### config.mk
export PLATFORM = sky130hd
export DESIGN_NAME = matvec_mac_flat
export DESIGN_NICKNAME = d
export VERILOG_FILES = /design/src/rtl/matvec_mac_if.sv /design/src/rtl/matvec_mac.sv /design/src/flat_wrapper.sv
export SDC_FILE = /design/constraint.sdc
export NUM_CORES = 2
export LEC_CHECK = 0
export ABC_AREA = 1
export CORE_MARGIN = 2
export CORE_UTILIZATION = 50
export CTS_CLUSTER_SIZE = 24
export DETAILED_ROUTE_END_ITERATION = 12
export HOLD_SLACK_MARGIN = 0.03
export PLACE_DENSITY = 0.73
export SLEW_MARGIN = 30
export SYNTH_ARGS = -nofsm -noshare
export SYNTH_HDL_FRONTEND = slang
export SYNTH_SLANG_ARGS = --single-unit
### constraint.sdc
create_clock -name clk -period 6.3 [get_ports clk]
set_clock_uncertainty 0.05 [all_clocks]
set_input_delay 0.63 -clock clk [delete_from_list [all_inputs] [get_ports clk]]
set_output_delay 0.63 -clock clk [all_outputs]
set_load 0.03 [all_outputs]
### src/rtl/matvec_mac_if.sv
// matvec_mac_if: operand/result bundle between the fetch stage, the matvec_mac
// engine and the downstream result writer.
//   start        : request to compute (sampled by the engine only while idle)
//   A[0:63]      : 8x8 matrix, row-major, 8-bit unsigned elements
//   B[0:7]       : 8-entry vector, 8-bit unsigned elements
//   C[0:7]       : 24-bit result vector, held between completions
//   busy         : engine is not idle
//   done         : one-cycle completion strobe
// master modport = requester side, slave modport = engine side.
interface matvec_mac_if;
    logic        start;
    logic [7:0]  A [0:63];
    logic [7:0]  B [0:7];
    logic [23:0] C [0:7];
    logic        busy;
    logic        done;

    modport master (output start, A, B, input C, busy, done);
    modport slave  (input start, A, B, output C, busy, done);
endinterface

### src/rtl/matvec_mac.sv
// matvec_mac: computes C = A*B for an 8x8 matrix of 8-bit unsigned values and
// an 8-entry vector, using eight parallel multiply-accumulate lanes that walk
// one matrix column per clock.
//
// Ports:
//   clk   : single clock, rising edge
//   rst_n : asynchronous active-low reset
//   bus   : matvec_mac_if.slave (start, A, B in; C, busy, done out)
//
// Optional build macro:
//   MAC_PIPE_EN : inserts a product register between each multiplier and its
//                 accumulator (adds a DRAIN state and one cycle of latency).
//                 Results are identical with or without it.
//
// Operands are captured on start so the requester may change A/B freely
// afterwards. All outputs are registered.
module matvec_mac (
    input  logic         clk,
    input  logic         rst_n,
    matvec_mac_if.slave  bus
);

    typedef enum logic [1:0] {
        S_IDLE  = 2'd0,
        S_RUN   = 2'd1,
        S_DRAIN = 2'd2,
        S_DONE  = 2'd3
    } state_t;

    state_t      state_q;
    logic [7:0]  a_q   [0:63];
    logic [7:0]  b_q   [0:7];
    logic [23:0] acc_q [0:7];
    logic [23:0] c_q   [0:7];
    logic [2:0]  k_q;
    logic        busy_q;
    logic        done_q;

    logic [15:0] prod_s [0:7];
    logic [23:0] acc_d  [0:7];

`ifdef MAC_PIPE_EN
    logic [15:0] prod_q [0:7];
`endif

    // Per-lane product for the current column and the next accumulator value.
    always_comb begin
        for (int i = 0; i < 8; i++) begin
            // Lane i reads row i, column k: index {i, k} == i*8 + k.
            prod_s[i] = a_q[{3'(i), k_q}] * b_q[k_q];
`ifdef MAC_PIPE_EN
            // Accumulate the product registered on the previous cycle.
            acc_d[i]  = acc_q[i] + {8'd0, prod_q[i]};
`else
            acc_d[i]  = acc_q[i] + {8'd0, prod_s[i]};
`endif
        end
    end

    // Control FSM, operand capture, accumulation and registered outputs.
    always_ff @(posedge clk or negedge rst_n) begin
        if (!rst_n) begin
            state_q <= S_IDLE;
            k_q     <= 3'd0;
            busy_q  <= 1'b0;
            done_q  <= 1'b0;
            for (int n = 0; n < 64; n++) begin
                a_q[n] <= 8'd0;
            end
            for (int i = 0; i < 8; i++) begin
                b_q[i]   <= 8'd0;
                acc_q[i] <= 24'd0;
                c_q[i]   <= 24'd0;
`ifdef MAC_PIPE_EN
                prod_q[i] <= 16'd0;
`endif
            end
        end else begin
            case (state_q)
                S_IDLE: begin
                    done_q <= 1'b0;
                    if (bus.start) begin
                        for (int n = 0; n < 64; n++) begin
                            a_q[n] <= bus.A[n];
                        end
                        for (int i = 0; i < 8; i++) begin
                            b_q[i]   <= bus.B[i];
                            acc_q[i] <= 24'd0;
`ifdef MAC_PIPE_EN
                            // Cleared so the first RUN cycle adds zero.
                            prod_q[i] <= 16'd0;
`endif
                        end
                        k_q     <= 3'd0;
                        busy_q  <= 1'b1;
                        state_q <= S_RUN;
                    end else begin
                        busy_q  <= 1'b0;
                        state_q <= S_IDLE;
                    end
                end

                S_RUN: begin
                    for (int i = 0; i < 8; i++) begin
                        acc_q[i] <= acc_d[i];
`ifdef MAC_PIPE_EN
                        prod_q[i] <= prod_s[i];
`endif
                    end
                    // Wraps 7 -> 0 on the exit transition.
                    k_q <= k_q + 3'd1;
                    if (k_q == 3'd7) begin
`ifdef MAC_PIPE_EN
                        state_q <= S_DRAIN;
`else
                        for (int i = 0; i < 8; i++) begin
                            c_q[i] <= acc_d[i];
                        end
                        done_q  <= 1'b1;
                        state_q <= S_DONE;
`endif
                    end else begin
                        state_q <= S_RUN;
                    end
                end

                S_DRAIN: begin
`ifdef MAC_PIPE_EN
                    // Fold in the last registered product (column 7).
                    for (int i = 0; i < 8; i++) begin
                        acc_q[i] <= acc_d[i];
                        c_q[i]   <= acc_d[i];
                    end
                    done_q  <= 1'b1;
                    state_q <= S_DONE;
`else
                    // Unreachable without the pipeline option; recover to idle.
                    busy_q  <= 1'b0;
                    done_q  <= 1'b0;
                    state_q <= S_IDLE;
`endif
                end

                S_DONE: begin
                    done_q  <= 1'b0;
                    busy_q  <= 1'b0;
                    state_q <= S_IDLE;
                end

                default: begin
                    busy_q  <= 1'b0;
                    done_q  <= 1'b0;
                    state_q <= S_IDLE;
                end
            endcase
        end
    end

    assign bus.C    = c_q;
    assign bus.busy = busy_q;
    assign bus.done = done_q;

endmodule
### src/flat_wrapper.sv
// flat-port wrapper written by rule: the top's interface ports become plain ports
module matvec_mac_flat 
  (clk, rst_n, bus_start, bus_A, bus_B, bus_C, bus_busy, bus_done);
  matvec_mac_if bus_i ();
  input  logic clk;
  input  logic rst_n;
  input wire logic [$bits(bus_i.start)-1:0] bus_start;
  input wire logic [$bits(bus_i.A)-1:0] bus_A;
  input wire logic [$bits(bus_i.B)-1:0] bus_B;
  output wire logic [$bits(bus_i.C)-1:0] bus_C;
  output wire logic [$bits(bus_i.busy)-1:0] bus_busy;
  output wire logic [$bits(bus_i.done)-1:0] bus_done;
  assign bus_i.start = bus_start;
  assign bus_i.A = {>>{bus_A}};
  assign bus_i.B = {>>{bus_B}};
  assign bus_C = {>>{bus_i.C}};
  assign bus_busy = bus_i.busy;
  assign bus_done = bus_i.done;
  matvec_mac u_core (.clk(clk), .rst_n(rst_n), .bus(bus_i));
endmodule
# Word-level counts from Yosys, hierarchy flattened
# Cells that the tools add are included.
dict set report op_classes {
  addsub 9
  multipliers 8
  n_lt_le_gt_ge 9
  n_eq_ne 6
  n_mux 38
  bitwise_logic 9
  n_reduce_logical 8
}
# operator n
set op_table {}
lappend op_table {{8-bit binary-select mux with 6-bit select} 8}
lappend op_table {{192-bit case mux with 2 select lines} 1}
lappend op_table {{24-bit by 16-bit adder with 24-bit output} 8}
lappend op_table {{192-bit two-way mux} 1}
lappend op_table {{8-bit two-way mux} 18}
lappend op_table {{8-bit by 8-bit multiplier with 16-bit output} 8}
lappend op_table {{7-bit >= comparator, second input constant} 8}
lappend op_table {{6-bit inverter with 7-bit output} 4}
lappend op_table {{8-bit binary-select mux with 3-bit select} 1}
lappend op_table {{5-bit inverter with 7-bit output} 2}
lappend op_table {{3-bit inverter with 7-bit output} 1}
lappend op_table {{4-bit inverter with 7-bit output} 1}
lappend op_table {{2-bit case mux with 3 select lines} 1}
lappend op_table {{3-bit case mux with 2 select lines} 1}
lappend op_table {{2-bit AND reduction} 3}
lappend op_table {{2-bit == test, second input constant} 2}
lappend op_table {{4-bit >= comparator, second input constant} 1}
lappend op_table {{3-bit inverter with 4-bit output} 1}
lappend op_table {{1-bit case mux with 2 select lines} 2}
lappend op_table {{2-bit nonzero test} 2}
lappend op_table {{3-bit by 1-bit adder with 3-bit output, second input constant} 1}
lappend op_table {{3-bit == test, second input constant} 1}
lappend op_table {{1-bit two-way mux} 3}
lappend op_table {{3-bit two-way mux} 1}
lappend op_table {{7 further kinds} 7}
dict set report totals {
  ff_bits 967
}

# Depth between registers and ports, before layout
dict set report logic_depth {
  depth_word 7
  depth_mapped 32
  mapped_depth_nobuf 28
}

# Worst setup path before layout
# No wires, ideal clock.
dict set report synth_timing {
  kind {register to register}
  from {register u_core.k_q[0]}
  to {register u_core.acc_q[85] (netlist bit)}
  setup_ns 0.130
  arrival_time_ns 4.832
  path_slack_ns 1.288
  stages_incl_launch_ff 27
  synth_period_minus_slack_ns 5.012
  cell_sequence {dfrtp_1 buf_4 inv_2 buf_6 buf_2 nor2_1 o22ai_1 inv_1 o21ai_0 nand2_1 fa_1 fa_1 inv_1 fa_1 inv_1 fa_1 inv_1 ha_1 nand2_1 inv_1 nand2_1 nand2_1 nand2_1 nand3_1 or2_2 nand3_1 o21ai_0}
}
dict set report synth_between {
  elab_chain_len 7
  word_cells_on_any_way 11
}
# item line
set synth_lines {}
lappend synth_lines {{start: declaration} matvec_mac.sv:35} ;# logic [2:0] k_q;
lappend synth_lines {{start signal: assignment} matvec_mac.sv:111} ;# k_q <= k_q + 3'd1;
lappend synth_lines {{6-bit inverter with 7-bit output (not written as such) / 3-bit inverter with 4-bit output (equally long branches)} matvec_mac.sv:50} ;# prod_s[i] = a_q[{3'(i), k_q}] * b_q[k_q];
lappend synth_lines {{8-bit binary-select mux with 6-bit select / 8-bit binary-select mux with 3-bit select (equally long branches)} matvec_mac.sv:50}
lappend synth_lines {{8-bit two-way mux (not written as such) (2 in a row)} matvec_mac.sv:50}
lappend synth_lines {{8-bit by 8-bit multiplier with 16-bit output (*)} matvec_mac.sv:50}
lappend synth_lines {{24-bit by 16-bit adder with 24-bit output (*)} matvec_mac.sv:55} ;# acc_d[i] = acc_q[i] + {8'd0, prod_s[i]};
lappend synth_lines {{192-bit case mux with 2 select lines (*)} matvec_mac.sv:79} ;# case (state_q)
lappend synth_lines {{end signal: indexed assignment} matvec_mac.sv:105} ;# acc_q[i] <= acc_d[i];
lappend synth_lines {{end: declaration} matvec_mac.sv:33} ;# logic [23:0] acc_q [0:7];
# Mark *: on every way between the ends. The rest lies on a longest branch, timed or not. The select of a mux whose other input is x is not followed.
# A chain may end at the register's enable or synchronous reset.

# Worst setup path in the final report
dict set report layout_timing {
  from {register u_core.k_q[0]}
  to {register u_core.acc_q[157] (netlist bit)}
}
dict set report layout_between {
  elab_chain_len 7
  word_cells_on_any_way 11
}
# item line
set layout_lines {}
lappend layout_lines {{4-bit inverter with 7-bit output (not written as such) / 3-bit inverter with 4-bit output (equally long branches)} matvec_mac.sv:50}
lappend layout_lines {{8-bit binary-select mux with 6-bit select / 8-bit binary-select mux with 3-bit select (equally long branches)} matvec_mac.sv:50}
lappend layout_lines {{8-bit two-way mux (not written as such) (2 in a row)} matvec_mac.sv:50}
lappend layout_lines {{8-bit by 8-bit multiplier with 16-bit output (*)} matvec_mac.sv:50}
lappend layout_lines {{24-bit by 16-bit adder with 24-bit output (*)} matvec_mac.sv:55}
lappend layout_lines {{192-bit case mux with 2 select lines (*)} matvec_mac.sv:79}
# Marks and branches as above.

==> impl_metrics.tcl <==
set metrics [dict create \
    flow.area_growth_from_synthesis_pct 22.25 \
    final-instance-count-excl-fill 9872 \
    grt.total_usage_pct 33.86 \
    drv.max_cap_violation_count 0 \
    grt.overflow.total 0 \
    placeableCoreArea_sq_um 129300 \
    maximum_number_of_pins_on_one_net_before_global_route_repair 180 \
    floorplan.die.height_um 364.8 \
    postSynthRegisterBits 967 \
    portBuffers 772 \
    clock_tree.buffer_depth 3 \
    cts-root-buf "sky130_fd_sc_hd__clkbuf_16" \
    dpl.cell_count 9621 \
    die-area_sq_um 133100 \
    cts_num_sinks 967 \
    worst_path_largest_cell_delay_ns 0.55 \
    initial_core_util_pct 50.33 \
    hold_start "bus_A[8]" \
    num-nets-final 9306 \
    dp_slack_ns 0.08445 \
    first_global_vias 54905 \
    fillCellCount 10973 \
    critical_path.slowest_cell "sky130_fd_sc_hd__fa_1" \
    net_count_after_synthesis 8552 \
    synth.lib_cells_used.distinct 36 \
    hold_fails_final_rpt 0 \
    cts-buffers-inserted 107 \
    seq_area_frac_synth_pct 37.18 \
    grt_antenna_before_repair 66 \
    fin_ws_ns 0.2357 \
    detail_route.vias_per_cell 5.406 \
    clk-insertion-delay-late_ns 0.79 \
    largest_fanout_of_any_net_on_the_critical_path 49 \
    setup.worst_path.start "u_core.k_q[0]" \
    tightestPinTransition_ns 1.173 \
    dp_hpwl_mm 173.1 \
    detailed_route_wl_mm 223.4 \
    syn_avg_cell_area_sq_um 8.986 \
    drtAntennaViolNets 0 \
    gp_congestion 0.9482 \
    fraction_of_final_layout_cells_with_drive_strength_greater_than_1_pct 12.55 \
    final.hold.worst_slack_ns 0.3941 \
    drt_drc_violations_left 0 \
    dr_total_vias 53366 \
    yosysWarnings 0 \
    setup_repair_after_global_routing_missed_its_margin "yes" \
    drt-initial-drc-count 3937 \
    slew_viol_final 0 \
    final_worst_path_cycle_share_pct 96.26 \
    floorplan.die.width_um 364.8 \
    netlist_instances 7243 \
    grt_pass1_wl_mm 337.1 \
    crit_type "reg -> reg" \
    timing.critical_path.to_type "flop" \
    h-tree-depth 3 \
    setup.worst_path.start_class "flop" \
    arrival_ns 6.60 \
    worst_slew_margin_rel_pct 21.77 \
    min_period_ns 6.064 \
    final-setup-viol-count 0 \
    num_io_pins 773 \
    tritoncts_clock_tree "done" \
    rows 132 \
    cp.buffers_inverters 9 \
    clk_pin_slew_ns 0.06 \
    routed_wire_length_per_instance_um 22.63 \
    worst_hold_path_type "in -> reg" \
    firstDrtPassIters 6 \
    status "completed" \
    worst_ep_required_time_ns 6.83 \
    clock.fmax_ghz 0.1649 \
    r2r_start "u_core.k_q[0]" \
    critical-path-top-delay-family "adder cells" \
    syn-cell-area_sq_um 65090 \
]
-- cells in the final DEF, fill, tap and decap left out, types with 153 or more instances in the layout --
cell type                         netlist  routed
sky130_fd_sc_hd__nand2_1             1557    1554
sky130_fd_sc_hd__nand3_1              288     287
sky130_fd_sc_hd__o22ai_1              170     153
sky130_fd_sc_hd__clkdlybuf4s50_1        0     771
sky130_fd_sc_hd__nor2_1               659     658
sky130_fd_sc_hd__mux2_2               576     576
sky130_fd_sc_hd__dfrtp_1              967     964
sky130_fd_sc_hd__inv_1               1123    1120
sky130_fd_sc_hd__fa_1                 400     400
sky130_fd_sc_hd__o21ai_0              324     313
sky130_fd_sc_hd__ha_1                 330     330
-- stage by stage --
stage	area [sq um]	TNS [ns]	util, %
final	79570	0	61.53
after global routing	79560	-0.3426	61.52
after CTS	79030	0	61.11
after detailed placement	75370	0	58.28
after global placement	75370	0	58.28
after floorplan	65090	0	-
-- synth_stat cells, drive strengths merged --
| cell type | count | share of area (%) |
|---|---|---|
| nor2 | 659 | 3.8 |
| ha | 330 | 6.3 |
| o21ai | 377 | 3.0 |
| nor4 | 8 | 0.077 |
| o22ai | 170 | 1.6 |
| buf | 199 | 1.8 |
| and2 | 3 | 0.029 |
| clkinv | 1 | 0.0058 |
| xor2 | 22 | 0.30 |
| dfrtp | 967 | 37 |
| nand2 | 1557 | 9.0 |
| nand3 | 288 | 2.2 |
| clkbuf | 102 | 0.59 |
| a21oi | 98 | 0.75 |
| fa | 400 | 12 |
| o21a | 53 | 0.61 |
| o32ai | 19 | 0.29 |
| a22o | 11 | 0.15 |
| nand4 | 19 | 0.18 |
| mux2i | 125 | 1.9 |
| mux2 | 576 | 10 |
| nor3 | 25 | 0.19 |
| xnor2 | 41 | 0.55 |
| nand3b | 42 | 0.48 |
| o21bai | 5 | 0.058 |
| o211ai | 1 | 0.012 |
| inv | 1127 | 6.5 |
| or2 | 18 | 0.17 |
-- what timing repair did --
action	4_1_cts	5_1_grt
resized for setup	1	57
endpoints found under the hold margin	76	0
pin swaps	0	2
gates cloned	0	0
hold buffers	1	0
setup buffers	0	6
endpoints found under the setup margin	1	169
-- metal layers --
metal	routed length (um)	part of all wire, %	track usage, %	vias to the layer above
met3	16860	7.5	7.781	491
li1	-	-	-	24598
met5	168	0.075	0	-
met1	91850	41	43.45	26419
met2	101700	46	53.68	1832
met4	12790	5.7	17.35	26
-- path summary, 6_finish.rpt --
path	endpoint	slack (ns)	cells past startpoint
setup / recovery	u_core.acc_q[157]	0.24	26
hold / removal	u_core.a_q[8]	0.39	2
setup reg to reg	u_core.acc_q[157]	0.24	26
hold reg to reg	u_core.bus.C[120]	0.43	2
max in group asynchronous	u_core.bus.C[3]	4.11	4
min in group asynchronous	u_core.bus.C[113]	0.50	2
-- flip-flops by register name (all words and copies together) (netlist names) --
signal / cells
u_core.a_q: 512
u_core.acc_q: 192
u_core.bus.C: 192
u_core.b_q: 64
u_core.k_q: 3
u_core.state_q: 2
u_core.bus.busy: 1
u_core.bus.done: 1
-- kinds of logic after synthesis --
logic type	synth area share, %
adder cells (fa/ha/maj)	18.65
AND/OR/NAND/NOR	16.13
multiplexers	11.89
AO/OA/AOI/OAI	6.463
buffers and inverters	8.846
XOR/XNOR	0.8477
flip-flops	37.18
-- layout make-up --
class	count	area (sq um)	share of cell area [%]
repair buffers	946	9652	12.13
flip-flops and latches	967	24210	30.42
inverters	1128	4275	5.373
diodes	50	125.1	0.1572
clock inverters	51	694.4	0.8727
well taps	1742	2180	2.739
multi-input cells	4847	35480	44.59
clock buffers	141	2955	3.714
Power is left out: the tool's default activity adds up to more than one toggle a clock period on the data nets, which glitch-free logic cannot reach.
